==> config.mk <==
export PLATFORM = sky130hd
export DESIGN_NAME = ifetch_unit
export DESIGN_NICKNAME = d
export VERILOG_FILES = /design/src/rtl/ifetch_unit.sv
export SDC_FILE = /design/constraint.sdc
export NUM_CORES = 1
export LEC_CHECK = 0
export CELL_PAD_IN_SITES_DETAIL_PLACEMENT = 0
export CELL_PAD_IN_SITES_GLOBAL_PLACEMENT = 1
export CORE_ASPECT_RATIO = 1.25
export CORE_UTILIZATION = 25
export CTS_BUF_LIST = sky130_fd_sc_hd__clkbuf_16
export DETAILED_ROUTE_END_ITERATION = 12
export DONT_BUFFER_PORTS = 1
export PLACE_DENSITY = 0.56
export REMOVE_ABC_BUFFERS = 1
export SKIP_CTS_REPAIR_TIMING = 1
export SYNTH_ARGS = -nofsm -noshare
export SYNTH_HDL_FRONTEND = slang
export SYNTH_SLANG_ARGS = --single-unit
==> constraint.sdc <==
create_clock -name CLK -period 2.2 [get_ports CLK]
set_input_delay 0.22 -clock CLK [delete_from_list [all_inputs] [get_ports CLK]]
set_output_delay 0.22 -clock CLK [all_outputs]
set_load 0.01 [all_outputs]
==> src/rtl/ifetch_unit.sv <==
// Instruction-fetch stage: owns the PC, requests words from the icache and
// holds one fetched instruction (with PC and PC+4) for the IF/ID latch.
module ifetch_unit #(
  parameter logic [31:0] PC_INIT = 32'h0000_0000,
  parameter logic [5:0]  HALT_OP = 6'h3F
) (
  input  logic        CLK,
  input  logic        RST,
  output logic        iREN,
  output logic [31:0] iaddr,
  input  logic        ihit,
  input  logic [31:0] iload,
  input  logic        stall,
  input  logic        redirect,
  input  logic [31:0] redirect_pc,
  output logic [31:0] instr_out,
  output logic [31:0] pc_out,
  output logic [31:0] pcplusfour_out,
  output logic        valid_out,
  output logic        halted,
  output logic [31:0] fetch_count
);

  typedef enum logic [1:0] {FETCH, HALTWAIT, HALTED} state_t;

  state_t      state_reg, state_next;
  logic [31:0] pc_reg, pc_next;
  logic [31:0] instr_reg, instr_next;
  logic [31:0] bpc_reg, bpc_next;
  logic [31:0] bp4_reg, bp4_next;
  logic [31:0] count_reg, count_next;
  logic        valid_reg, valid_next;
  logic        halted_reg, halted_next;
  logic        consume, capture, squash;

  assign consume = valid_reg & ~stall;
  // No request while a full buffer is stalled, so nothing is fetched speculatively.
  assign iREN    = (state_reg == FETCH) & (~valid_reg | ~stall) & ~RST;
  assign capture = iREN & ihit & ~redirect;
  assign squash  = redirect & (state_reg != HALTED);

  assign iaddr          = pc_reg;
  assign instr_out      = instr_reg;
  assign pc_out         = bpc_reg;
  assign pcplusfour_out = bp4_reg;
  assign valid_out      = valid_reg;
  assign halted         = halted_reg;
  assign fetch_count    = count_reg;

  always_comb begin
    state_next  = state_reg;
    pc_next     = pc_reg;
    instr_next  = instr_reg;
    bpc_next    = bpc_reg;
    bp4_next    = bp4_reg;
    valid_next  = valid_reg;
    halted_next = halted_reg;
    count_next  = count_reg;

    // The downstream latch takes the buffered word on this edge regardless of redirect.
    if (consume)
      count_next = count_reg + 32'd1;

    if (squash) begin
      pc_next    = redirect_pc;
      valid_next = 1'b0;
      state_next = FETCH;
    end else if (capture) begin
      instr_next = iload;
      bpc_next   = pc_reg;
      bp4_next   = pc_reg + 32'd4;
      valid_next = 1'b1;
      pc_next    = pc_reg + 32'd4;
      if (iload[31:26] == HALT_OP)
        state_next = HALTWAIT;
    end else if (consume) begin
      valid_next = 1'b0;
      if (state_reg == HALTWAIT) begin
        halted_next = 1'b1;
        state_next  = HALTED;
      end
    end
  end

  always_ff @(posedge CLK) begin
    if (RST) begin
      state_reg  <= FETCH;
      pc_reg     <= PC_INIT;
      instr_reg  <= 32'd0;
      bpc_reg    <= 32'd0;
      bp4_reg    <= 32'd0;
      valid_reg  <= 1'b0;
      halted_reg <= 1'b0;
      count_reg  <= 32'd0;
    end else begin
      state_reg  <= state_next;
      pc_reg     <= pc_next;
      instr_reg  <= instr_next;
      bpc_reg    <= bpc_next;
      bp4_reg    <= bp4_next;
      valid_reg  <= valid_next;
      halted_reg <= halted_next;
      count_reg  <= count_next;
    end
  end

endmodule

[Word level (Yosys, flattened, before mapping)]
Cells that the tools add are included.
Cells by class
  reduce and logical (&&, ||, !) cells: 8
  equal/unequal tests: 4
  mux-type cells: 8
  add/sub/neg operators: 2
  bitwise gates (word level): 13
Operators with widths (number)
  two-way mux 32 bit: 2
  adder 32 x 1 -> 32 bit (second input constant): 1
  adder 32 x 3 -> 32 bit (second input constant): 1
  two-way mux 2 bit: 4
  bitwise AND 1 bit: 6
  == test 6 bit (second input constant): 1
  inverter 1 bit: 6
  nonzero test 2 bit: 3
  AND reduction 4 bit: 1
  AND reduction 3 bit: 1
  == test 2 x 1 -> 1 bit (second input constant): 1
  logical NOT 2 bit: 1
  two-way mux 1 bit: 2
  inequality test 2 x 1 -> 1 bit (second input constant): 1
  inequality test 2 bit (second input constant): 1
  AND reduction 2 bit: 1
  OR reduction 2 bit: 1
  bitwise OR 1 bit: 1
Storage, ports and cells
  flip-flop bits (word level): 164

[Logic depth before layout (Yosys ltp)]
Gate-level depths: netlist of the first run.
  depth in word-level cells: 8
  mapped depth: 7
  depth with buffers taken out: 6

[Worst setup path before layout of the first run]
OpenSTA, ideal clock, no wires.
  kind: register -> register
  start: register count_reg[0] (netlist: fetch_count[0])
  end: register count_reg[18] (netlist: fetch_count[18])
  period minus slack after synthesis: 1.876 ns
  data required time: 2.072 ns
  arrival time: 1.749 ns
  path slack: 0.324 ns
  cell stages (with the launch flop): 7
  library setup time: 0.128 ns
  cell sequence: dfxtp_1 > ha_1 > nand3b_1 > nor4_2 > nand4_1 > xor2_1 > nor2_1
On the way
  cells in the longest elaborated chain, start to end: 1
Ends and longest elaborated chain
  start: declaration: line 31  | logic [31:0] count_reg, count_next;
  start signal: assignment: line 103  | count_reg <= count_next;
  adder 32 x 1 -> 32 bit: line 62  | count_next = count_reg + 32'd1;
Every way passes these cells.
A chain may end at the register's enable or synchronous reset.

[Worst setup path after layout of the first run]
  start: register valid_reg (netlist: valid_out)
  end: register count_reg[12] (netlist: fetch_count[12])
On the way
  cells in the longest elaborated chain, start to end: 1
Ends and longest elaborated chain
  start: declaration: line 32  | logic valid_reg, valid_next;
  start signal: assignment: line 101  | valid_reg <= valid_next;
  bitwise AND 1 bit: line 36  | assign consume = valid_reg & ~stall;
Every way passes these cells.

==> results of run 1 <==
## power by group
group	internal, mW	switching (mW)	total (mW)
clock	1.78	1.29	3.06
sequential	3.05	0.134	3.18
combinational	0.184	0.292	0.476
## cell type report
cell class / count / area (um^2)
Inverter: 5 / 18.77
Fill cell: 2932 / 18630
Timing Repair Buffer: 78 / 673.1
Tap cell: 345 / 431.7
Antenna cell: 1 / 2.502
Multi-Input combinational cell: 622 / 3410
Clock inverter: 14 / 162.7
Clock buffer: 17 / 425.4
Sequential cell: 162 / 3243
## cells by family after synthesis
| kind of cell | count (synthesis) | share of synthesized area, % |
|---|---|---|
| simple gates | 369 | 25.54 |
| compound gates | 194 | 15.82 |
| flops | 162 | 46.85 |
| buf+inv | 67 | 4.085 |
| xor+xnor | 53 | 6.706 |
| mux | 4 | 0.6327 |
| fa+ha+maj | 2 | 0.3615 |
## synthesized netlist by cell type, drive strengths merged
| cell | instances |
|---|---|
| a211o | 1 |
| a211oi | 6 |
| a21o | 3 |
| a21oi | 106 |
| a221oi | 3 |
| a222oi | 3 |
| a22oi | 3 |
| a31oi | 20 |
| a32o | 1 |
| a32oi | 2 |
| a41oi | 3 |
| and2 | 4 |
| and3 | 8 |
| and4 | 4 |
| buf | 17 |
| clkbuf | 45 |
| dfxtp | 162 |
| ha | 2 |
| inv | 5 |
| mux2 | 3 |
| mux2i | 1 |
| nand2 | 181 |
| nand2b | 3 |
| nand3 | 32 |
| nand3b | 1 |
| nand4 | 25 |
| nand4b | 1 |
| nor2 | 72 |
| nor2b | 2 |
| nor3 | 11 |
| nor4 | 10 |
| o211ai | 1 |
| o21ai | 36 |
| o21bai | 2 |
| o22ai | 3 |
| o31a | 1 |
| or2 | 1 |
| or3 | 13 |
| or3b | 1 |
| xnor2 | 12 |
| xor2 | 41 |
## worst max-delay path by stage
stage / start / endpoint / slack [ns]
after floorplan: valid_out / iaddr[14] / -1.48
after global placement: valid_out / iaddr[14] / 0.20
after detailed placement: valid_out / iaddr[28] / 0.21
after CTS: valid_out / iaddr[28] / 0.20
after global routing: valid_out / fetch_count[12] / -0.01
final: valid_out / fetch_count[12] / 0.12
## layer usage
layer	share of wire, %	track usage, %	up-vias	wire length (um)
met4	1.6	5.538	2	372
met3	9.3	6.715	20	2165
li1	-	-	3009	-
met1	41	18.95	2912	9633
met2	48	26.52	190	11080
met5	0.043	0	-	10
## per-stage QoR
stage / power, mW / util, %
6_report: 6.719 / 31.00
5_1_grt: 6.994 / 31.00
4_1_cts: 6.846 / 30.24
3_5_place_dp: 3.720 / 28.07
3_3_place_gp: 3.715 / 28.07
2_1_floorplan: 3.494 / -
## critical path: stages, from the launching register on
cell	delay, ns
dfxtp_1	0.52
nand3b_1	0.21
nor4_2	0.28
buf_4	0.23
xnor2_1	0.13
nor2_1	0.05
dlygate4sd3_1	0.54
==> results.rst, run 1 <==
.. list-table::
   :header-rows: 1

   * - Metric
     - Value
   * - Width of the die
     - 150.8 um
   * - Worst Hold Path EP
     - fetch_count[18]
   * - Area after detailed placement
     - 0.007576 mm^2
   * - IO Port Bufs
     - 0
   * - Slew HR
     - 61.76%
   * - Final-layout worst hold slack
     - -0.1325 ns
   * - Cell type contributing the most total cell area after synthesis
     - dfxtp_1
   * - Netlist cell types
     - 52
   * - Die Footprint
     - 0.02836 mm^2
   * - Worst reg2reg path depth
     - 6
   * - Area contributors post-synth
     - dfxtp_1 (47%), nand2_1 (9.8%), a21oi_1 (7.7%)
   * - First-pass DRT Iterations
     - 4
   * - Final HPWL from detailed placement
     - 16.27 mm
   * - Number of rows created at floorplan
     - 67
   * - Critical R2R Capture
     - fetch_count[12]
   * - Launching point of the worst reg2reg path
     - valid_out
   * - Static Leak
     - 3.017 nW
   * - Hold depth
     - 1
   * - Clock sinks
     - 162
   * - Kind of start point of the critical path
     - flop
   * - Post-synth top area share
     - 46.85%
   * - CTS HTree Levels
     - 4
   * - Failing checks
     - negative hold slack
   * - Number of failing hold endpoints at the final stage
     - 84
   * - Non-Filler Instances
     - 1,244
   * - Number of DRC violations after detailed routing
     - 0
   * - Vertical die dimension
     - 188.0 um
   * - Total global routing overflow
     - 0
   * - Mean area per synthesized cell
     - 8.134 um^2
   * - Commonest cells after routing, fill and taps aside
     - nand2_1 (180), dfxtp_1 (162), a21oi_1 (106), nor2_1 (70), buf_4 (55)
   * - Detail-routed net length per standard cell
     - 18.70 um
   * - Number of buffers on the longest clock path
     - 2
   * - Max Cap Viol
     - 0
   * - PD cells
     - 803.0 mW/mm^2
   * - Total wire length after detailed routing
     - 23.26 mm
   * - Post-route fraction of the period consumed by the critical path
     - 94.42%
   * - Instance count after placement with tap cells included
     - 1,192
   * - Global placer's final weighted congestion
     - 0.7480
   * - I/O pin total
     - 232
   * - Number of buffers created by CTS
     - 17
   * - Status
     - complete, but fails checks
   * - Wire length of the first global-routing pass
     - 34.96 mm
   * - DRC marker count from the first detailed-route iteration
     - 300
   * - Register area share after synthesis
     - 46.85%
   * - Mean number of vias per cell
     - 4.930
   * - GRT Util Overall
     - 16.26%
   * - Clock Pin Slew Worst Setup and Hold Paths
     - 0.06 ns
   * - Start-to-end type of the worst setup path
     - flop to flop
   * - CTS tree
     - built
   * - Max Clock Freq
     - 481.4 MHz
   * - Post-Route Setup TNS
     - 0 ns
   * - Via count of the first global-routing pass
     - 5,780
   * - Via count
     - 6,133
   * - Most common cell after layout, fill and taps aside
     - nand2_1
   * - Initial cell density of the core
     - 25.64%
   * - Final ANT Viol Nets
     - 0
   * - Count of state elements after synthesis
     - 162
   * - Cells after synthesis
     - 851
   * - Worst slew pin tran
     - 0.5702 ns
   * - Core Area
     - 0.02699 mm^2
   * - Initial antenna violation count
     - 2
   * - Worst setup slack before clock tree synthesis
     - 0.2082 ns
   * - Worst VDD drop
     - 0.0004788 V
   * - Max-slew violation total from the final report
     - 0
   * - Class of the tightest hold or removal check
     - input pin to flop
   * - Number of nets in the final layout
     - 957
   * - Critical Path End Type
     - flop
   * - Pin count of the biggest net entering global routing
     - 144
   * - Data required, critical path
     - 2.51 ns
   * - Number of warnings reported in the yosys synthesis log
     - 0
   * - Post-route cell area
     - 0.008367 mm^2
   * - Max Fanout on Critical Path
     - 10
   * - Clock Latency Late Sink
     - 0.43 ns
   * - Fraction of final layout cells with drive strength greater than 1
     - 11.80%
   * - Layout area overhead
     - 20.88%
   * - Worst Path Arrival
     - 2.39 ns
   * - Worst reg-to-reg setup slack
     - 0.12 ns
   * - Post-Synthesis Cell Area
     - 0.006922 mm^2
   * - Min-delay src
     - RST
   * - Setup slack of the critical path after layout
     - 0.1227 ns
   * - Clk root buf
     - clkbuf_16
   * - Minimum clock period
     - 2.077 ns
   * - Clock Skews
     - 0.01196 ns
   * - Final setup violation count
     - 0
Note: power is estimated with default switching activity, not from simulation.
==> run 2: changes to the inputs <==
--- a/config.mk
+++ b/config.mk
@@ -8,11 +8,11 @@
 export CELL_PAD_IN_SITES_DETAIL_PLACEMENT = 0
 export CELL_PAD_IN_SITES_GLOBAL_PLACEMENT = 1
 export CORE_ASPECT_RATIO = 1.25
-export CORE_UTILIZATION = 25
+export CORE_UTILIZATION = 45
 export CTS_BUF_LIST = sky130_fd_sc_hd__clkbuf_16
 export DETAILED_ROUTE_END_ITERATION = 12
 export DONT_BUFFER_PORTS = 1
-export PLACE_DENSITY = 0.56
+export PLACE_DENSITY = 0.85
 export REMOVE_ABC_BUFFERS = 1
 export SKIP_CTS_REPAIR_TIMING = 1
 export SYNTH_ARGS = -nofsm -noshare
==> run 2 against run 1 <==
Die area down 44%. Core utilization grew 23 points. Setup slack better by 0.0099 ns. Fmax rose by 0.48%. Final area decreased by 3.4%. The flow still finishes with violations (negative hold slack).
==> results.rst, run 2 (synthesis results as in run 1) <==
.. list-table::
   :header-rows: 1

   * - Metric
     - Value
   * - Initial cell density of the core
     - 46.10% (+20 points)
   * - Worst Hold Path EP
     - iaddr[14]
   * - Failing checks
     - negative hold slack
   * - Data required, critical path
     - 2.50 ns (about the same)
   * - Slowest CP cell
     - dlygate4sd3_1
   * - Worst Path Arrival
     - 2.37 ns (-0.02 ns)
   * - Number of nets in the final layout
     - 949 (-0.84%)
   * - Final HPWL from detailed placement
     - 13.37 mm (-18%)
   * - Share of power burned in combinational logic
     - 6.8% (-0.3 points)
   * - Class of the tightest hold or removal check
     - input pin to flop
   * - Net switching power figure
     - 1.587 mW (-7.4%)
   * - Number of rows created at floorplan
     - 50 (-25%)
   * - Buffer and inverter count on the worst path
     - 1 (-1)
   * - Top layer used by detailed routing
     - met4
   * - Critical R2R Capture
     - fetch_count[9]
   * - CP cell instances
     - nand3_1 > or2_0 > nor2_1 > xnor2_1 > nor2_1 > dlygate4sd3_1
   * - Number of buffers created by CTS
     - 17 (unchanged)
   * - Core Area
     - 0.01501 mm^2 (-44%)
   * - CTS tree
     - built
   * - Worst reg2reg path depth
     - 6 (unchanged)
   * - Hold depth
     - 1 (unchanged)
   * - Clock Pin Slew Worst Setup and Hold Paths
     - 0.06 ns (about the same)
   * - Total wire length after detailed routing
     - 19.37 mm (-17%)
   * - Max Clock Freq
     - 483.7 MHz (+0.48%)
   * - Mean number of vias per cell
     - 5.807 (+18%)
   * - Initial antenna violation count
     - 0 (-2)
   * - Slew HR
     - 64.45% (+2.7 points)
   * - Max Cap Viol
     - 0 (unchanged)
   * - Via count of the first global-routing pass
     - 5,955 (+3.0%)
   * - Worst slew pin tran
     - 0.5322 ns (-0.03794 ns)
   * - Setup slack of the critical path after layout
     - 0.1326 ns (+0.009912 ns)
   * - Launching point of the worst reg2reg path
     - fetch_count[2]
   * - Met3 wire len
     - 1.745 mm (-19%)
   * - Number of DRC violations after detailed routing
     - 0 (unchanged)
   * - Width of the die
     - 112.9 um (-25%)
   * - Post-route fraction of the period consumed by the critical path
     - 93.97% (-0.45 points)
   * - Start-to-end type of the worst setup path
     - flop to flop
   * - GRT Util Overall
     - 24.06% (+7.8 points)
   * - Detail-routed net length per standard cell
     - 18.05 um (-3.5%)
   * - Clock Latency Late Sink
     - 0.42 ns (about the same)
   * - PD cells
     - 814.8 mW/mm^2 (+1.5%)
   * - Status
     - complete, but fails checks
   * - Via count
     - 6,231 (+1.6%)
   * - Final ANT Viol Nets
     - 0 (unchanged)
   * - Worst setup slack before clock tree synthesis
     - 0.2594 ns (+0.05115 ns)
   * - Pin count of the biggest net entering global routing
     - 144 (unchanged)
   * - Commonest cells after routing, fill and taps aside
     - nand2_1 (180), dfxtp_1 (162), a21oi_1 (106), nor2_1 (70), buf_4 (43)
   * - Final-layout worst hold slack
     - -0.1336 ns (-0.001098 ns)
   * - Worst reg-to-reg setup slack
     - 0.13 ns (about the same)
   * - IO Port Bufs
     - 0 (unchanged)
   * - Min-delay src
     - RST
   * - Final setup violation count
     - 0 (unchanged)
   * - Clock Skews
     - 0.007668 ns (-0.004292 ns)
   * - Layout area overhead
     - 16.79%
   * - Worst stage delay on the critical path
     - 0.55 ns (about the same)
   * - CTS HTree Levels
     - 4 (unchanged)
   * - Clock power frac
     - 44.8% (-0.8 points)
   * - Sequential Power Share
     - 48.4% (+1.1 points)
   * - DRC marker count from the first detailed-route iteration
     - 484 (+61%)
   * - Static Leak
     - 2.962 nW (-1.8%)
   * - Routed length on met2
     - 9.650 mm (-13%)
   * - Clk root buf
     - clkbuf_16
   * - M1 wire length
     - 7.340 mm (-24%)
   * - Clock sinks
     - 162 (unchanged)
   * - Vertical die dimension
     - 140.7 um (-25%)
   * - Minimum clock period
     - 2.067 ns (-0.009912 ns)
   * - Die Footprint
     - 0.01588 mm^2 (-44%)
   * - Number of buffers on the longest clock path
     - 2 (unchanged)
   * - Critical Path End Type
     - flop
   * - Setup repair after global routing missed its margin
     - false
   * - First-pass DRT Iterations
     - 5 (+1)
   * - Int Power
     - 5.000 mW (about the same)
   * - Total global routing overflow
     - 0 (unchanged)
   * - Fraction of final layout cells with drive strength greater than 1
     - 10.44% (-1.4 points)
   * - I/O pin total
     - 232 (unchanged)
   * - Switching power share of the total
     - 24.09% (-1.4 points)
   * - Antenna diode instance count
     - 0 (-1)
   * - Post-Route Setup TNS
     - 0 ns (unchanged)
   * - Wire length of the first global-routing pass
     - 30.35 mm (-13%)
   * - Max-slew violation total from the final report
     - 0 (unchanged)
   * - Number of failing hold endpoints at the final stage
     - 123 (+46%)
   * - Kind of cell adding the most delay to the critical path
     - simple AND/OR/NAND/NOR gates
   * - Most common cell after layout, fill and taps aside
     - nand2_1
   * - Max Fanout on Critical Path
     - 5 (-5)
   * - Global placer's final weighted congestion
     - 0.8397 (+12%)
   * - CP dominant cell by count
     - nor2_1
   * - Worst VDD drop
     - 0.0003944 V (-18%)
   * - Kind of start point of the critical path
     - flop
-- run 2: cell count changes in the layout (fill, tap and decap cells not counted), sizes merged --
cell         previous run  this run
dlygate4sd3            20        27
inv                     7         8
clkinv                  7         8
clkinvlp                2         1
buf                    58        43
diode                   1         0
-- run 2: final cells by class --
type / instances / area (um^2)
Inverter: 5 / 18.77
Multi-Input combinational cell: 622 / 3410
Timing Repair Buffer: 70 / 593.1
Sequential cell: 162 / 3243
Clock inverter: 15 / 166.4
Clock buffer: 17 / 425.4
Fill cell: 1438 / 6930
Tap cell: 182 / 227.7
-- run 2: per-stage QoR --
step | area (um^2) | util, % | std cells | power, mW
global placement | 7222 | 48.10 | 1014 | 3.655
finish | 8084 | 53.84 | 1073 | 6.587
detailed placement | 7222 | 48.10 | 1014 | 3.669
global route | 8084 | 53.84 | 1073 | 6.854
CTS | 7814 | 52.04 | 1046 | 6.642
floorplan | 6658 | - | 789 | 3.494
-- run 2: per-layer routing --
| layer | track usage, % | vias to the layer above |
|---|---|---|
| met5 | 0 | - |
| met4 | 11.22 | 0 |
| met3 | 10.06 | 45 |
| met2 | 41.42 | 264 |
| met1 | 25.47 | 2930 |
| li1 | - | 2992 |
-- run 2: how the worst max path moves through the flow --
stage,start,end,slack (ns),cells after the start
after floorplan,valid_out,iaddr[14],-1.48,5
after global placement,state_reg[0],iaddr[5],0.32,6
after detailed placement,iaddr[13],iaddr[29],0.26,5
after CTS,iaddr[13],iaddr[19],0.22,5
after global routing,valid_out,fetch_count[4],0.008,6
final,fetch_count[2],fetch_count[9],0.13,6
-- run 2: power groups by stage --
stage          sequential (mW)  clock [mW]  combinational [mW]
2_1_floorplan             3.25           0               0.240
3_3_place_gp              3.25           0               0.406
3_5_place_dp              3.25           0               0.417
4_1_cts                   3.19        3.03               0.420
5_1_grt                   3.20        3.16               0.498
6_report                  3.19        2.95               0.448
==> run 3: changes to the inputs <==
--- a/config.mk
+++ b/config.mk
@@ -13,7 +13,6 @@
 export DETAILED_ROUTE_END_ITERATION = 12
 export DONT_BUFFER_PORTS = 1
 export PLACE_DENSITY = 0.85
-export REMOVE_ABC_BUFFERS = 1
 export SKIP_CTS_REPAIR_TIMING = 1
 export SYNTH_ARGS = -nofsm -noshare
 export SYNTH_HDL_FRONTEND = slang
==> run 3 against run 2 <==
The flow still finishes with violations (negative hold slack). Wire length rose by 3.8%. Critical path depth did not move. Fmax rose by 0.19%. Core utilization fell by 1.2 points. Flip-flop and latch count did not move. Largest power group unchanged.
==> results.rst, run 3 (synthesis results as in run 1) <==
.. list-table::
   :header-rows: 1

   * - Metric
     - Value
   * - Clock Skews
     - 0.006558 ns (-0.001110 ns)
   * - Number of buffers on the longest clock path
     - 2 (unchanged)
   * - Die Footprint
     - 0.01588 mm^2 (unchanged)
   * - Max Cap Viol
     - 0 (unchanged)
   * - Net switching power figure
     - 1.607 mW (+1.3%)
   * - Critical R2R Capture
     - fetch_count[7]
   * - Final ANT Viol Nets
     - 0 (unchanged)
   * - Initial antenna violation count
     - 0 (unchanged)
   * - Final setup violation count
     - 0 (unchanged)
   * - Worst reg2reg path depth
     - 6 (unchanged)
   * - Clock Pin Slew Worst Setup and Hold Paths
     - 0.06 ns (about the same)
   * - Critical Path End Type
     - flop
   * - DRC marker count from the first detailed-route iteration
     - 451 (-6.8%)
   * - Number of DRC violations after detailed routing
     - 0 (unchanged)
   * - Clock Latency Late Sink
     - 0.42 ns (about the same)
   * - Final-layout worst hold slack
     - -0.1314 ns (+0.002191 ns)
   * - Post-Route Setup TNS
     - 0 ns (unchanged)
   * - Worst VDD drop
     - 0.0004962 V (+26%)
   * - Critical path endpoint
     - fetch_count[7]
   * - Total global routing overflow
     - 0 (unchanged)
   * - Int Power
     - 4.731 mW (-5.4%)
   * - Failing checks
     - negative hold slack
   * - Static Leak
     - 2.873 nW (-3.0%)
   * - Vertical die dimension
     - 140.7 um (unchanged)
   * - Switching power share of the total
     - 25.36% (+1.3 points)
   * - Width of the die
     - 112.9 um (unchanged)
   * - Antenna diode instance count
     - 0 (unchanged)
   * - Global placer's final weighted congestion
     - 0.9233 (+10%)
   * - GRT Util Overall
     - 24.80% (+0.75 points)
   * - Clock sinks
     - 162 (unchanged)
   * - Initial cell density of the core
     - 46.10% (unchanged)
   * - Worst Path Arrival
     - 2.37 ns (about the same)
   * - Number of rows created at floorplan
     - 50 (unchanged)
   * - Core Area
     - 0.01501 mm^2 (unchanged)
   * - Class of the tightest hold or removal check
     - input pin to flop
   * - Detail-routed net length per standard cell
     - 19.03 um (+5.4%)
   * - Startpoint of the most critical setup path
     - fetch_count[2]
   * - Start-to-end type of the worst setup path
     - flop to flop
   * - Status
     - complete, but fails checks
   * - Instance count after placement with tap cells included
     - 1,013 (-0.099%)
   * - Total wire length after detailed routing
     - 20.11 mm (+3.8%)
   * - Total area of sequential cells
     - 0.003243 mm^2 (unchanged)
   * - CTS tree
     - built
   * - Area after detailed placement
     - 0.007239 mm^2 (+0.24%)
   * - Layout filler cell count
     - 1,451 (+0.90%)
   * - Clk root buf
     - clkbuf_16
   * - Data required, critical path
     - 2.51 ns (about the same)
   * - Sequential Power Share
     - 50.3% (+1.9 points)
   * - CTS HTree Levels
     - 4 (unchanged)
   * - Worst slew pin tran
     - 0.5810 ns (+0.04873 ns)
   * - Via count of the first global-routing pass
     - 6,054 (+1.7%)
   * - Mean number of vias per cell
     - 5.899 (+1.6%)
   * - Area occupied by multi-input gates
     - 0.003410 mm^2 (unchanged)
   * - Syn nets
     - 922
   * - Layout area overhead
     - 14.10%
   * - Final HPWL from detailed placement
     - 13.79 mm (+3.1%)
   * - Post-Route Utilization
     - 52.60% (-1.2 points)
   * - Commonest cells after routing, fill and taps aside
     - nand2_1 (180), dfxtp_1 (162), a21oi_1 (106), nor2_1 (70), xor2_1 (41)
   * - Setup repair after global routing missed its margin
     - false
   * - Share of power burned in combinational logic
     - 6.9% (about the same)
   * - Post-route cell area
     - 0.007898 mm^2 (-2.3%)
   * - Max Fanout on Critical Path
     - 5 (unchanged)
   * - I/O pin total
     - 232 (unchanged)
   * - Max-slew violation total from the final report
     - 0 (unchanged)
   * - Via count
     - 6,235 (+0.064%)
   * - IO Port Bufs
     - 0 (unchanged)
   * - Wire length of the first global-routing pass
     - 30.87 mm (+1.7%)
   * - Number of failing hold endpoints at the final stage
     - 127 (+3.3%)
   * - PD cells
     - 802.5 mW/mm^2 (-1.5%)
   * - Worst reg-to-reg setup slack
     - 0.14 ns (about the same)
   * - Launching point of the worst reg2reg path
     - fetch_count[2]
   * - Pin count of the biggest net entering global routing
     - 144 (unchanged)
   * - Most common cell after layout, fill and taps aside
     - nand2_1
   * - Fraction of final layout cells with drive strength greater than 1
     - 9.943% (-0.49 points)
   * - Slew HR
     - 61.19% (-3.3 points)
   * - Post-route fraction of the period consumed by the critical path
     - 93.80% (-0.18 points)
   * - Non-Filler Instances
     - 1,057 (-1.5%)
   * - Number of buffers created by CTS
     - 17 (unchanged)
   * - Kind of start point of the critical path
     - flop
   * - Clock power frac
     - 42.8% (-2.0 points)
   * - Minimum clock period
     - 2.064 ns (-0.003858 ns)
   * - Max Clock Freq
     - 484.6 MHz (+0.19%)
   * - First-pass DRT Iterations
     - 5 (unchanged)
   * - Number of nets in the final layout
     - 934 (-1.6%)
## run 3: changes by cell type in the layout (fill, tap and decap cells not counted), sizes merged
cell         before  now
dlygate4sd3      27   13
clkinvlp          1    4
bufinv            3    1
buf              43   42
clkinv            8    6
## run 3: how the worst min path moves through the flow
stage | startpoint | endpoint | slack, ns | cells after the start
final | RST | fetch_count[18] | -0.13 | 1
after global routing | RST | fetch_count[18] | -0.16 | 1
after CTS | RST | pc_out[19] | -0.15 | 1
after detailed placement | RST | pc_out[19] | 0.30 | 1
after global placement | RST | pc_out[19] | 0.30 | 1
after floorplan | iload[0] | instr_out[0] | 0.36 | 2
## run 3: critical path: stages (launching register included)
cell	delay (ns)
dfxtp_1	0.46
nand3_1	0.23
or2_0	0.37
nor2_1	0.16
xnor2_1	0.14
nor2_1	0.05
dlygate4sd3_1	0.54
## run 3: power by group through the flow
stage / Sequential, mW / Combinational (mW) / Clock (mW)
2_1_floorplan: 3.24 / 0.313 / 0
3_3_place_gp: 3.25 / 0.420 / 0
3_5_place_dp: 3.25 / 0.431 / 0
4_1_cts: 3.19 / 0.432 / 2.78
5_1_grt: 3.20 / 0.488 / 2.90
6_report: 3.19 / 0.438 / 2.71
## run 3: per-stage QoR
stage,setup WS (ns),total power [mW]
floorplan,0.3239,3.550
global route,0.001637,6.583
detailed placement,0.1791,3.683
CTS,0.1573,6.397
global placement,0.2623,3.669
finish,0.1365,6.338
## run 3: cell type report
type / count / share of cell area (%)
Multi-Input combinational cell: 622 / 43.17
Inverter: 5 / 0.2376
Clock inverter: 14 / 1.299
Clock buffer: 17 / 5.387
Timing Repair Buffer: 55 / 5.957
Sequential cell: 162 / 41.06
Tap cell: 182 / 2.883
## run 3: metal layers
| layer | vias to the layer above | wire length (um) | global-route usage, % |
|---|---|---|---|
| met4 | 0 | 588 | 11.77 |
| met3 | 43 | 1741 | 8.899 |
| li1 | 2961 | - | - |
| met1 | 2959 | 7843 | 27.74 |
| met5 | - | 0 | 0 |
| met2 | 272 | 9940 | 41.94 |
